$ cat src/rtl/i2c_pkg.sv
// i2c_pkg -- shared definitions for the I2C target and its master-side peer.
//   i2c_state_t : target protocol state encoding
//   CA_*        : control-space address map (short_address[3:0])
//   sat_inc     : 8-bit saturating increment used by the byte counters
//   is_reg_addr : true for control addresses that map onto register pairs
package i2c_pkg;

    typedef enum logic [2:0] {
        S_IDLE,
        S_ADDR,
        S_ADDR_ACK,
        S_WR_DATA,
        S_WR_ACK,
        S_RD_DATA,
        S_RD_ACK,
        S_IGNORE
    } i2c_state_t;

    localparam logic [3:0] CA_ID        = 4'h0;
    localparam logic [3:0] CA_FLAGS     = 4'h1;
    localparam logic [3:0] CA_COUNT     = 4'h2;
    localparam logic [3:0] CA_STATUS    = 4'h3;
    localparam logic [3:0] CA_REG_FIRST = 4'h4;
    localparam logic [3:0] CA_REG_LAST  = 4'hB;

    function automatic logic [7:0] sat_inc(input logic [7:0] v);
        return (v == 8'hFF) ? v : v + 8'd1;
    endfunction

    function automatic logic is_reg_addr(input logic [3:0] a);
        return (a >= CA_REG_FIRST) && (a <= CA_REG_LAST);
    endfunction

endpackage

$ cat src/rtl/i2c_sync_edge.sv
// i2c_sync_edge -- two-flop synchronizer for an asynchronous bus line, plus
// rise/fall detection on the synchronized value.
//   clk   : sampling clock
//   rst_n : asynchronous active-low reset; all flops reset to 1 (idle bus)
//   line  : asynchronous input
//   level : synchronized level
//   rise  : one-cycle pulse when level goes 0 -> 1
//   fall  : one-cycle pulse when level goes 1 -> 0
`timescale 1ns/1ps
module i2c_sync_edge (
    input  logic clk,
    input  logic rst_n,
    input  logic line,
    output logic level,
    output logic rise,
    output logic fall
);

    logic meta;
    logic sync_q;
    logic prev;

    always_ff @(posedge clk or negedge rst_n) begin
        if (!rst_n) begin
            meta   <= 1'b1;
            sync_q <= 1'b1;
            prev   <= 1'b1;
        end else begin
            meta   <= line;
            sync_q <= meta;
            prev   <= sync_q;
        end
    end

    assign level = sync_q;
    assign rise  = sync_q & ~prev;
    assign fall  = ~sync_q & prev;

endmodule

$ cat src/rtl/i2c_target.sv
// i2c_target -- I2C target with a 16-byte register file, exposed to a CPU
// through a small control space.
//   cpu_clock      : sole clock
//   reset_n        : asynchronous active-low reset
//   write_enable   : CPU write strobe (qualified by is_control)
//   is_control     : CPU control-space select
//   short_address  : control address, bits [3:0] decoded
//   cpu_data_in    : CPU write data
//   cpu_data_out   : registered control read data, 0 when not selected
//   SCL_in, SDA_in : asynchronous I2C bus lines
//   SDA_enable     : 1 pulls SDA low (open drain)
// Control map: 0 id, 1 {flags,type}, 2 {rx_count,tx_count},
// 3 {0,busy,addressed,00,pointer}, 4..B register pairs {reg[2k],reg[2k+1]}.
`timescale 1ns/1ps
module i2c_target
    import i2c_pkg::*;
#(
    parameter logic [7:0] DEVICE_ID      = 8'h11,
    parameter logic [7:0] DEVICE_TYPE    = 8'h09,
    parameter logic [6:0] TARGET_ADDRESS = 7'h42
) (
    input  logic        cpu_clock,
    input  logic        reset_n,
    input  logic        write_enable,
    input  logic        is_control,
    input  logic [7:0]  short_address,
    input  logic [15:0] cpu_data_in,
    output logic [15:0] cpu_data_out,
    input  logic        SCL_in,
    input  logic        SDA_in,
    output logic        SDA_enable
);

    // ---------------------------------------------------------------
    // Bus line synchronizers and START/STOP detection
    // ---------------------------------------------------------------
    logic scl_level, scl_rise, scl_fall;
    logic sda_level, sda_rise, sda_fall;

    i2c_sync_edge u_scl (
        .clk   (cpu_clock),
        .rst_n (reset_n),
        .line  (SCL_in),
        .level (scl_level),
        .rise  (scl_rise),
        .fall  (scl_fall)
    );

    i2c_sync_edge u_sda (
        .clk   (cpu_clock),
        .rst_n (reset_n),
        .line  (SDA_in),
        .level (sda_level),
        .rise  (sda_rise),
        .fall  (sda_fall)
    );

    logic start_det, stop_det;
    assign start_det = sda_fall & scl_level;
    assign stop_det  = sda_rise & scl_level;

    // ---------------------------------------------------------------
    // Storage shared between the FSM and the CPU port
    // ---------------------------------------------------------------
    logic [7:0] regs [16];
    logic [7:0] flags;
    logic [7:0] rx_count;
    logic [7:0] tx_count;
    logic       enable;

    assign enable = flags[0];

    // ---------------------------------------------------------------
    // Protocol FSM
    // ---------------------------------------------------------------
    i2c_state_t state;
    logic [3:0] bit_cnt;     // SCL rises seen in the current byte
    logic [7:0] rx_shift;
    logic [7:0] tx_shift;
    logic [3:0] pointer;
    logic       first_byte;  // next write byte sets the pointer
    logic       rw;
    logic       master_ack;

    // Register-file write request raised by the FSM, applied one cycle
    // later in the storage block where the CPU port can override it.
    logic       i2c_wr;
    logic [3:0] i2c_wr_idx;
    logic [7:0] i2c_wr_byte;
    logic       rx_inc;
    logic       tx_inc;

    always_ff @(posedge cpu_clock or negedge reset_n) begin
        if (!reset_n) begin
            state       <= S_IDLE;
            bit_cnt     <= 4'd0;
            rx_shift    <= 8'h00;
            tx_shift    <= 8'h00;
            pointer     <= 4'd0;
            first_byte  <= 1'b0;
            rw          <= 1'b0;
            master_ack  <= 1'b0;
            SDA_enable  <= 1'b0;
            i2c_wr      <= 1'b0;
            i2c_wr_idx  <= 4'd0;
            i2c_wr_byte <= 8'h00;
            rx_inc      <= 1'b0;
            tx_inc      <= 1'b0;
        end else begin
            i2c_wr <= 1'b0;
            rx_inc <= 1'b0;
            tx_inc <= 1'b0;

            if (!enable) begin
                state      <= S_IDLE;
                bit_cnt    <= 4'd0;
                SDA_enable <= 1'b0;
            end else if (stop_det) begin
                state      <= S_IDLE;
                SDA_enable <= 1'b0;
            end else if (start_det) begin
                state      <= S_ADDR;
                bit_cnt    <= 4'd0;
                SDA_enable <= 1'b0;
            end else begin
                case (state)
                    S_IDLE: ;

                    S_ADDR: begin
                        if (scl_rise) begin
                            rx_shift <= {rx_shift[6:0], sda_level};
                            bit_cnt  <= bit_cnt + 4'd1;
                        end else if (scl_fall && bit_cnt == 4'd8) begin
                            bit_cnt <= 4'd0;
                            if (rx_shift[7:1] == TARGET_ADDRESS) begin
                                state      <= S_ADDR_ACK;
                                rw         <= rx_shift[0];
                                SDA_enable <= 1'b1;
                            end else begin
                                state <= S_IGNORE;
                            end
                        end
                    end

                    // Entered on the fall after bit 8, so the next fall
                    // closes the ACK clock.
                    S_ADDR_ACK: begin
                        if (scl_fall) begin
                            bit_cnt <= 4'd0;
                            if (rw) begin
                                state      <= S_RD_DATA;
                                tx_shift   <= regs[pointer];
                                SDA_enable <= ~regs[pointer][7];
                            end else begin
                                state      <= S_WR_DATA;
                                first_byte <= 1'b1;
                                SDA_enable <= 1'b0;
                            end
                        end
                    end

                    S_WR_DATA: begin
                        if (scl_rise) begin
                            rx_shift <= {rx_shift[6:0], sda_level};
                            bit_cnt  <= bit_cnt + 4'd1;
                        end else if (scl_fall && bit_cnt == 4'd8) begin
                            state      <= S_WR_ACK;
                            bit_cnt    <= 4'd0;
                            SDA_enable <= 1'b1;
                            if (first_byte) begin
                                pointer    <= rx_shift[3:0];
                                first_byte <= 1'b0;
                            end else begin
                                i2c_wr      <= 1'b1;
                                i2c_wr_idx  <= pointer;
                                i2c_wr_byte <= rx_shift;
                                rx_inc      <= 1'b1;
                                pointer     <= pointer + 4'd1;
                            end
                        end
                    end

                    S_WR_ACK: begin
                        if (scl_fall) begin
                            state      <= S_WR_DATA;
                            bit_cnt    <= 4'd0;
                            SDA_enable <= 1'b0;
                        end
                    end

                    // Bit 7 is already on the line at entry; each later fall
                    // presents the next bit until all 8 have been clocked.
                    S_RD_DATA: begin
                        if (scl_rise) begin
                            bit_cnt <= bit_cnt + 4'd1;
                        end else if (scl_fall && bit_cnt == 4'd8) begin
                            state      <= S_RD_ACK;
                            bit_cnt    <= 4'd0;
                            SDA_enable <= 1'b0;
                            pointer    <= pointer + 4'd1;
                            tx_inc     <= 1'b1;
                        end else if (scl_fall && bit_cnt != 4'd0) begin
                            tx_shift   <= {tx_shift[6:0], 1'b0};
                            SDA_enable <= ~tx_shift[6];
                        end
                    end

                    S_RD_ACK: begin
                        if (scl_rise) begin
                            master_ack <= ~sda_level;
                        end else if (scl_fall) begin
                            bit_cnt <= 4'd0;
                            if (master_ack) begin
                                state      <= S_RD_DATA;
                                tx_shift   <= regs[pointer];
                                SDA_enable <= ~regs[pointer][7];
                            end else begin
                                state      <= S_IGNORE;
                                SDA_enable <= 1'b0;
                            end
                        end
                    end

                    S_IGNORE: ;

                    default: begin
                        state      <= S_IDLE;
                        SDA_enable <= 1'b0;
                    end
                endcase
            end
        end
    end

    logic busy, addressed;
    assign busy      = (state != S_IDLE);
    assign addressed = (state == S_ADDR_ACK) || (state == S_WR_DATA) ||
                       (state == S_WR_ACK)   || (state == S_RD_DATA) ||
                       (state == S_RD_ACK);

    // ---------------------------------------------------------------
    // CPU control space
    // ---------------------------------------------------------------
    logic [3:0] caddr;
    logic [2:0] reg_pair;
    logic [3:0] idx_hi, idx_lo;
    logic       cpu_wr;
    logic       addr_unused;

    assign caddr       = short_address[3:0];
    assign addr_unused = &short_address[7:4];
    assign reg_pair    = 3'(caddr - CA_REG_FIRST);
    assign idx_hi      = {reg_pair, 1'b0};
    assign idx_lo      = {reg_pair, 1'b1};
    assign cpu_wr      = write_enable & is_control;

    logic [15:0] control_read;

    always_comb begin
        control_read = 16'h0000;
        case (caddr)
            CA_ID:     control_read = {8'h00, DEVICE_ID};
            CA_FLAGS:  control_read = {flags, DEVICE_TYPE};
            CA_COUNT:  control_read = {rx_count, tx_count};
            CA_STATUS: control_read = {8'h00, busy, addressed, 2'b00, pointer};
            default: begin
                if (is_reg_addr(caddr))
                    control_read = {regs[idx_hi], regs[idx_lo]};
            end
        endcase
    end

    // The CPU write is applied after the I2C write so that it wins a
    // same-cycle collision; the I2C byte is still counted.
    always_ff @(posedge cpu_clock or negedge reset_n) begin
        if (!reset_n) begin
            for (int i = 0; i < 16; i++) regs[i] <= 8'h00;
            flags        <= 8'h00;
            rx_count     <= 8'h00;
            tx_count     <= 8'h00;
            cpu_data_out <= 16'h0000;
        end else begin
            if (i2c_wr) regs[i2c_wr_idx] <= i2c_wr_byte;
            if (rx_inc) rx_count <= sat_inc(rx_count);
            if (tx_inc) tx_count <= sat_inc(tx_count);

            if (cpu_wr) begin
                if (caddr == CA_FLAGS) begin
                    flags <= cpu_data_in[15:8];
                end else if (caddr == CA_COUNT) begin
                    rx_count <= 8'h00;
                    tx_count <= 8'h00;
                end else if (is_reg_addr(caddr)) begin
                    regs[idx_hi] <= cpu_data_in[15:8];
                    regs[idx_lo] <= cpu_data_in[7:0];
                end
            end

            cpu_data_out <= is_control ? control_read : 16'h0000;
        end
    end

endmodule

$ cat config.mk
export PLATFORM = sky130hd
export DESIGN_NAME = i2c_target
export DESIGN_NICKNAME = d
export VERILOG_FILES = /design/src/rtl/i2c_pkg.sv /design/src/rtl/i2c_sync_edge.sv /design/src/rtl/i2c_target.sv
export SDC_FILE = /design/constraint.sdc
export NUM_CORES = 1
export LEC_CHECK = 0
export CAP_MARGIN = 40
export CORE_ASPECT_RATIO = 0.75
export CORE_MARGIN = 5
export CORE_UTILIZATION = 50
export CTS_BUF_LIST = sky130_fd_sc_hd__clkbuf_4 sky130_fd_sc_hd__clkbuf_8
export DETAILED_ROUTE_END_ITERATION = 16
export DONT_BUFFER_PORTS = 1
export GPL_ROUTABILITY_DRIVEN = 0
export GPL_TIMING_DRIVEN = 0
export PLACE_DENSITY = 0.68
export SYNTH_ARGS = -nofsm -noshare
export SYNTH_HDL_FRONTEND = slang
export SYNTH_SLANG_ARGS = --single-unit
$ cat constraint.sdc
create_clock -name cpu_clock -period 1.9 [get_ports cpu_clock]
set_input_delay 0.38 -clock cpu_clock [delete_from_list [all_inputs] [get_ports cpu_clock]]
set_output_delay 0.38 -clock cpu_clock [all_outputs]
set_load 0.05 [all_outputs]
==> results of run 1 <==
## synthesized netlist by cell type (13+ instances only)
cell      count
a21oi_1     116
and2_1       17
buf_1        13
buf_2        15
clkbuf_1     60
dfrtp_1     212
inv_1        13
mux2_2       31
mux2i_1     169
mux4_2       59
nand2_1      67
nand3_1      20
nor2_1      141
nor2b_1      14
o21ai_0      49
## flip-flops by register name, indices dropped and copies added (netlist names), 3 cells and up
register / count
cpu_data_out: 16
pointer: 4
state: 3
flags: 8
bit_cnt: 4
i2c_wr_byte: 8
tx_count: 8
i2c_wr_idx: 4
tx_shift: 7
rx_count: 8
regs: 128
rx_shift: 8
## per-layer routing
metal | vias up | wire [um]
met4 | 0 | 1730
met1 | 5285 | 17700
met2 | 695 | 18400
li1 | 4429 | -
met5 | - | 0
met3 | 123 | 5900
## power groups by stage
| stage | logic [mW] | clock network (mW) | registers (mW) |
|---|---|---|---|
| 6_report | 3.02 | 4.36 | 6.32 |
| 3_3_place_gp | 2.56 | 0 | 6.30 |
| 2_1_floorplan | 2.00 | 0 | 6.07 |
| 4_1_cts | 2.82 | 4.40 | 6.26 |
| 5_1_grt | 3.22 | 4.63 | 6.39 |
| 3_5_place_dp | 2.63 | 0 | 6.33 |
## path summary, 6_finish.rpt
kind                       slack (ns)     endpoint
max in group asynchronous        1.97  u_sda.level
max reg2reg                     -0.39  tx_shift[2]
min                             -0.47    regs[124]
min reg2reg                      0.35  u_scl.level
max                             -0.39  tx_shift[2]
min in group cpu_clock           0.06    regs[127]
## critical path: cells and delay by family (launching register included)
family	cells	cell delay, ns
muxes	3	1.02
DFF	1	0.55
buffers and inverters	2	0.27
AOI/OAI and AO/OA	1	0.24
and+or+nand+nor	1	0.08
## timing repair
item / in CTS / in global routing
setup endpoints to repair: 127 / 132
cloned: 2 / 0
gates resized for setup: 102 / 77
endpoints found under the hold margin: 226 / 218
setup buffers: 24 / 14
pin swaps: 16 / 16
## kinds of logic after synthesis
family	synth area share
adders and majority gates	0.00601
muxes	0.281
DFF	0.437
xor gates and xnor gates	0.00631
and+or+nand+nor	0.122
buffers and inverters	0.0396
AOI/OAI and AO/OA	0.108
## final cells by class
class                      instances  area (um2)  share of cell area
buffer                            95         643              0.0432
clock buffer                      61         727              0.0488
clock inverter                     3        17.5             0.00118
inverter                          14        55.1             0.00370
multi-input combinational        838        7070               0.474
sequential                       218        5470               0.367
tap                              338         423              0.0284
timing repair buffer              51         502              0.0337
==> results.yml, run 1 <==
floorplanning:
  design.die.area_um2: 28300
  initial_core_util: 0.504
  die_w_um: 193
  ios: 47
  rows: 50
  core_um2: 24800
  die_h_um: 147
place:
  dp_slack_ns: -0.784
  place_area_um2: 13200
  hpwl_um: 29400
  numPortBuffers: 0
  dp.cells: 1520
synth:
  synth.area.top_cells: "dfrtp_1, mux2i_1, mux4_2"
  synth_top_cell_area_share: 0.425
  yosysWarningCount: 0
  yosysTopAreaCell: "dfrtp_1"
  synthFlopType: "dfrtp_1"
  syn_area_um2: 12500
  ys_async_sr_fraction: 1.00
  avgSynthCellArea_um2: 10.7
  yosys_register_bits: 218
  synth_nets: 1208
  synthDistinctLibCells: 68
  ys_seq_area_frac: 0.437
  synth_cells: 1172
  synth_edf_count: 0
route:
  dr.pass1.iters: 6
  routed_wl_um: 43700
  vias_per_cell: 6.51
  dr_total_vias: 10500
  ant_nets: 0
  drcViolationCount: 0
  wl_per_cell_um: 27.0
  drt_first_iter_violations: 1467
grt:
  grt_usage: 0.307
  grt_pass1_vias: 10200
  overflow: 0
  use_met1: 0.440
  antenna_found_initial: 0
  grt_util_met2: 0.427
  grt_pass1_wl_um: 65000
  grt_max_degree: 219
  grt.met3_usage: 0.117
  grt-busiest-layer: "met1"
timing:
  fmax_mhz: 438
  rsz0062_at_grt: "true"
  fin_setup_tns_ns: -4.83
  finalMaxSlewViolations: 0
  holdWs_ns: -0.465
  hold_viol_final: 218
  finalClockSkew_ns: 0.0247
  worstMarginPinSlew_ns: 0.826
  finalCritPeriodShare: 1.20
  fin_ws_ns: -0.386
  max_slew_margin: 0.450
  finalCriticalPeriod_ns: 2.29
  setup_viol: 28
finish:
  syn2layout_area_growth_pct: 19.3
  drive_gt1_frac: 0.284
  layout.cells.non_filler: 1618
  nets: 1291
  mostFrequentLayoutCell: "dfrtp_1"
  design_area_um2: 14900
  insertedDiodeCount: 0
  final_cell_mix: "dfrtp_1, mux2i_1, nor2_1, a21oi_1, nand2_1"
  fin_util: 0.601
  nFillCells: 2024
worst_setup_path:
  critPathKind: "flip-flop to flip-flop"
  start_kind: "flip-flop"
  startpoint: "pointer[1]"
  arrival_ns: 2.71
  cp_slowest_cell: "dfrtp_2"
  timing.critical_path.cells: "buf_12 -> buf_12 -> mux4_2 -> mux2i_4 -> nor3_1 -> a211o_1 -> mux2_2"
  worstReg2RegStart: "pointer[1]"
  cpPeakStageDelay_ns: 0.55
  end_kind: "flip-flop"
  crit_top_cell: "buf_12"
  reg2regPathDepth: 7
  cp_max_fo: 5
  worstPathRequired_ns: 2.32
power_and_ir_drop:
  sequentialPowerShare: 0.461
  clkPwrFrac: 0.318
  switching_share: 0.318
  finalPower_mw: 13.7
  p_sw_mw: 4.35
  peakVddDrop_mv: 0.512
  p_int_mw: 9.34
  powerDensity_nw_per_um2: 919
  p_leak_nw: 6.17
  combPwrFrac: 0.221
outcome:
  failed_checks: "negative hold slack, negative setup slack"
  outcome: "finished, violations left"
clock_network:
  cts.htree.levels: 2
  cts_buffer_depth: 3
  tritoncts: "yes"
  cts-buffers-inserted: 37
  path_clk_slew_ns: 0.06
  clk_latency_ns: 0.55
  ctsHoldBuffers: 3
  cts-root-buf: "clkbuf_8"
  cts_sinks: 218
run:
  drv_cap: 0
min_path:
  worst_hold_path_type: "input port to async pin"
Power figures use the tool's default switching activity.
==> run 2: changes to the inputs <==
Settings changed: CORE_UTILIZATION 50 to 30, PLACE_DENSITY 0.68 to unset.
==> run 2 against run 1 <==
Compared with the run above: the flow still finishes with violations (negative hold slack, negative setup slack); maximum frequency barely moved; die area rose by 62%; design area grew 2.0%; critical path type unchanged; worst setup slack improved by 0.0021 ns; utilization down 23 points; clock skew up 0.0052 ns; final cell count grew 14%; flip-flop and latch count stayed put; total power up 1.5%; non-clock buffer count shrank 2; routed wire length up 4.1%; via count fell by 2.1%.
==> results.yml, run 2 (synthesis results as in run 1) <==
clock_network:
  tritoncts: "yes"
  clk_latency_ns: 0.56
  cts-buffers-inserted: 37
  cts_buffer_depth: 3
  ctsHoldBuffers: 3
  cts_sinks: 218
  path_clk_slew_ns: 0.06
  cts-root-buf: "clkbuf_8"
  cts.htree.levels: 2
timing:
  rsz0062_at_grt: "true"
  finalCriticalPeriod_ns: 2.28
  fmax_mhz: 438
  fin_ws_ns: -0.383
  setup_viol: 26
  finalCritPeriodShare: 1.20
  hold_viol_final: 218
  holdWs_ns: -0.472
  max_slew_margin: 0.411
  finalMaxSlewViolations: 0
  finalClockSkew_ns: 0.0298
  worstMarginPinSlew_ns: 0.883
place:
  place_area_um2: 13500
  numPortBuffers: 0
  hpwl_um: 31400
  dp_slack_ns: -0.767
worst_setup_path:
  cp_max_fo: 10
  reg2regPathDepth: 7
  crit_top_cell: "buf_8"
  start_kind: "flip-flop"
  worst-path-buf-inv: 2
  crit_end: "tx_shift[2]"
  path_delay_family: "multiplexers"
  critPathKind: "flip-flop to flip-flop"
  r2r_setup_slack_ns: -0.38
  cp_slowest_cell: "dfrtp_2"
  arrival_ns: 2.70
  startpoint: "pointer[1]"
  cpPeakStageDelay_ns: 0.54
  reg2reg_to: "tx_shift[2]"
  cp.depth: 7
  end_kind: "flip-flop"
  worstReg2RegStart: "pointer[1]"
  timing.critical_path.cells: "buf_8 -> buf_8 -> mux4_2 -> mux2i_4 -> nor2_1 -> a211o_1 -> mux2_2"
  worstPathRequired_ns: 2.32
grt:
  grt_pass1_wl_um: 67200
  grt_usage: 0.194
  grt_pass1_vias: 10100
  antenna_found_initial: 4
  grt_max_degree: 219
  overflow: 0
finish:
  final_cell_mix: "dfrtp_1, mux2i_1, nor2_1, a21oi_1, nand2_1"
  nets: 1289
  drive_gt1_frac: 0.277
  syn2layout_area_growth_pct: 21.7
  top_regs: "regs x128, cpu_data_out x16"
  design_area_um2: 15200
  largest_register: "regs"
  mostFrequentLayoutCell: "dfrtp_1"
  largest_reg_flops: 128
route:
  dr_total_vias: 10300
  drcViolationCount: 0
  wl_per_cell_um: 24.7
  top_layer: "met5"
  wl_met1_um: 18800
  dr.pass1.iters: 6
  wl_met2_um: 18700
  met3_wirelength_um: 6520
  ant_nets: 0
  vias_per_cell: 5.60
  drt_first_iter_violations: 1403
  routed_wl_um: 45500
outcome:
  outcome: "finished, violations left"
  failed_checks: "negative hold slack, negative setup slack"
power_and_ir_drop:
  powerDensity_nw_per_um2: 915
  p_leak_nw: 6.15
  peakVddDrop_mv: 0.432
floorplanning:
  die_w_um: 246
  design.die.area_um2: 45900
  rows: 64
  ios: 47
  die_h_um: 187
  initial_core_util: 0.305
  core_um2: 41000
min_path:
  worst_hold_path_type: "input port to async pin"
run:
  drv_cap: 0
run 2: cell count changes in the layout (fill, tap and decap cells not counted), moves of 3 or more:
cell      before  now
buf_8          2    5
clkbuf_8      47   51
mux2i_2        6    2
buf_6         30   18
buf_4         26   35
diode_2        0    3
buf_2         12   16
clkbuf_4      20   15
mux2i_4        7   11
clkbuf_2      26   18
run 2: worst reg2reg max path: stages (launching register included):
cell and delay, ns:
dfrtp_2 0.54, buf_8 0.23, buf_8 0.21, mux4_2 0.34, mux2i_4 0.25, nor2_1 0.08
a211o_1 0.26, mux2_2 0.26
run 2: cell type report:
class,instances,area [um2]
plain buffers,93,628
well taps,561,702
fillers,4042,25800
inverters,14,57.6
clock buffers,60,744
clock inverters,4,45.0
flip-flops and latches,218,5460
repair buffers,51,503
diodes,3,7.51
multi-input cells,838,7050
run 2: worst min path at each step:
stage                       start         end  slack [ns]  cells after the start
after CTS                 reset_n    regs[92]       -0.48                      0
after global placement    reset_n   regs[108]        0.10                      0
after global routing      reset_n   regs[108]       -0.48                      0
final                     reset_n   regs[108]       -0.47                      0
after floorplan           reset_n  SDA_enable        0.08                      0
after detailed placement  reset_n   regs[108]        0.10                      0
run 2: per-layer routing:
metal / global-route usage / vias up
met2: 0.266 / 643
met5: 0 / -
met3: 0.0872 / 94
met1: 0.273 / 5151
met4: 0.0607 / 4
li1: - / 4423
run 2: what timing repair did:
item / CTS / global route
endpoints found under the setup margin: 153 / 151
resized for setup: 101 / 68
cloned: 1 / 2
pin swaps: 13 / 20
endpoints found under the hold margin: 225 / 218
setup buffers: 20 / 14
run 2: power by group:
group          internal [mW]  switching (mW)
registers               5.46           0.855
logic                   1.47            1.53
clock network           2.60            1.99
run 2: per-stage QoR:
stage,TNS [ns],instances,util,total power [mW]
CTS,-5.60,1826,0.364,13.8
global route,-6.92,1842,0.371,14.5
global placement,-97.06,1733,0.326,8.89
detailed placement,-101.40,1745,0.329,8.99
floorplan,-2.39,1172,-,8.07
finish,-5.79,1842,0.371,13.9
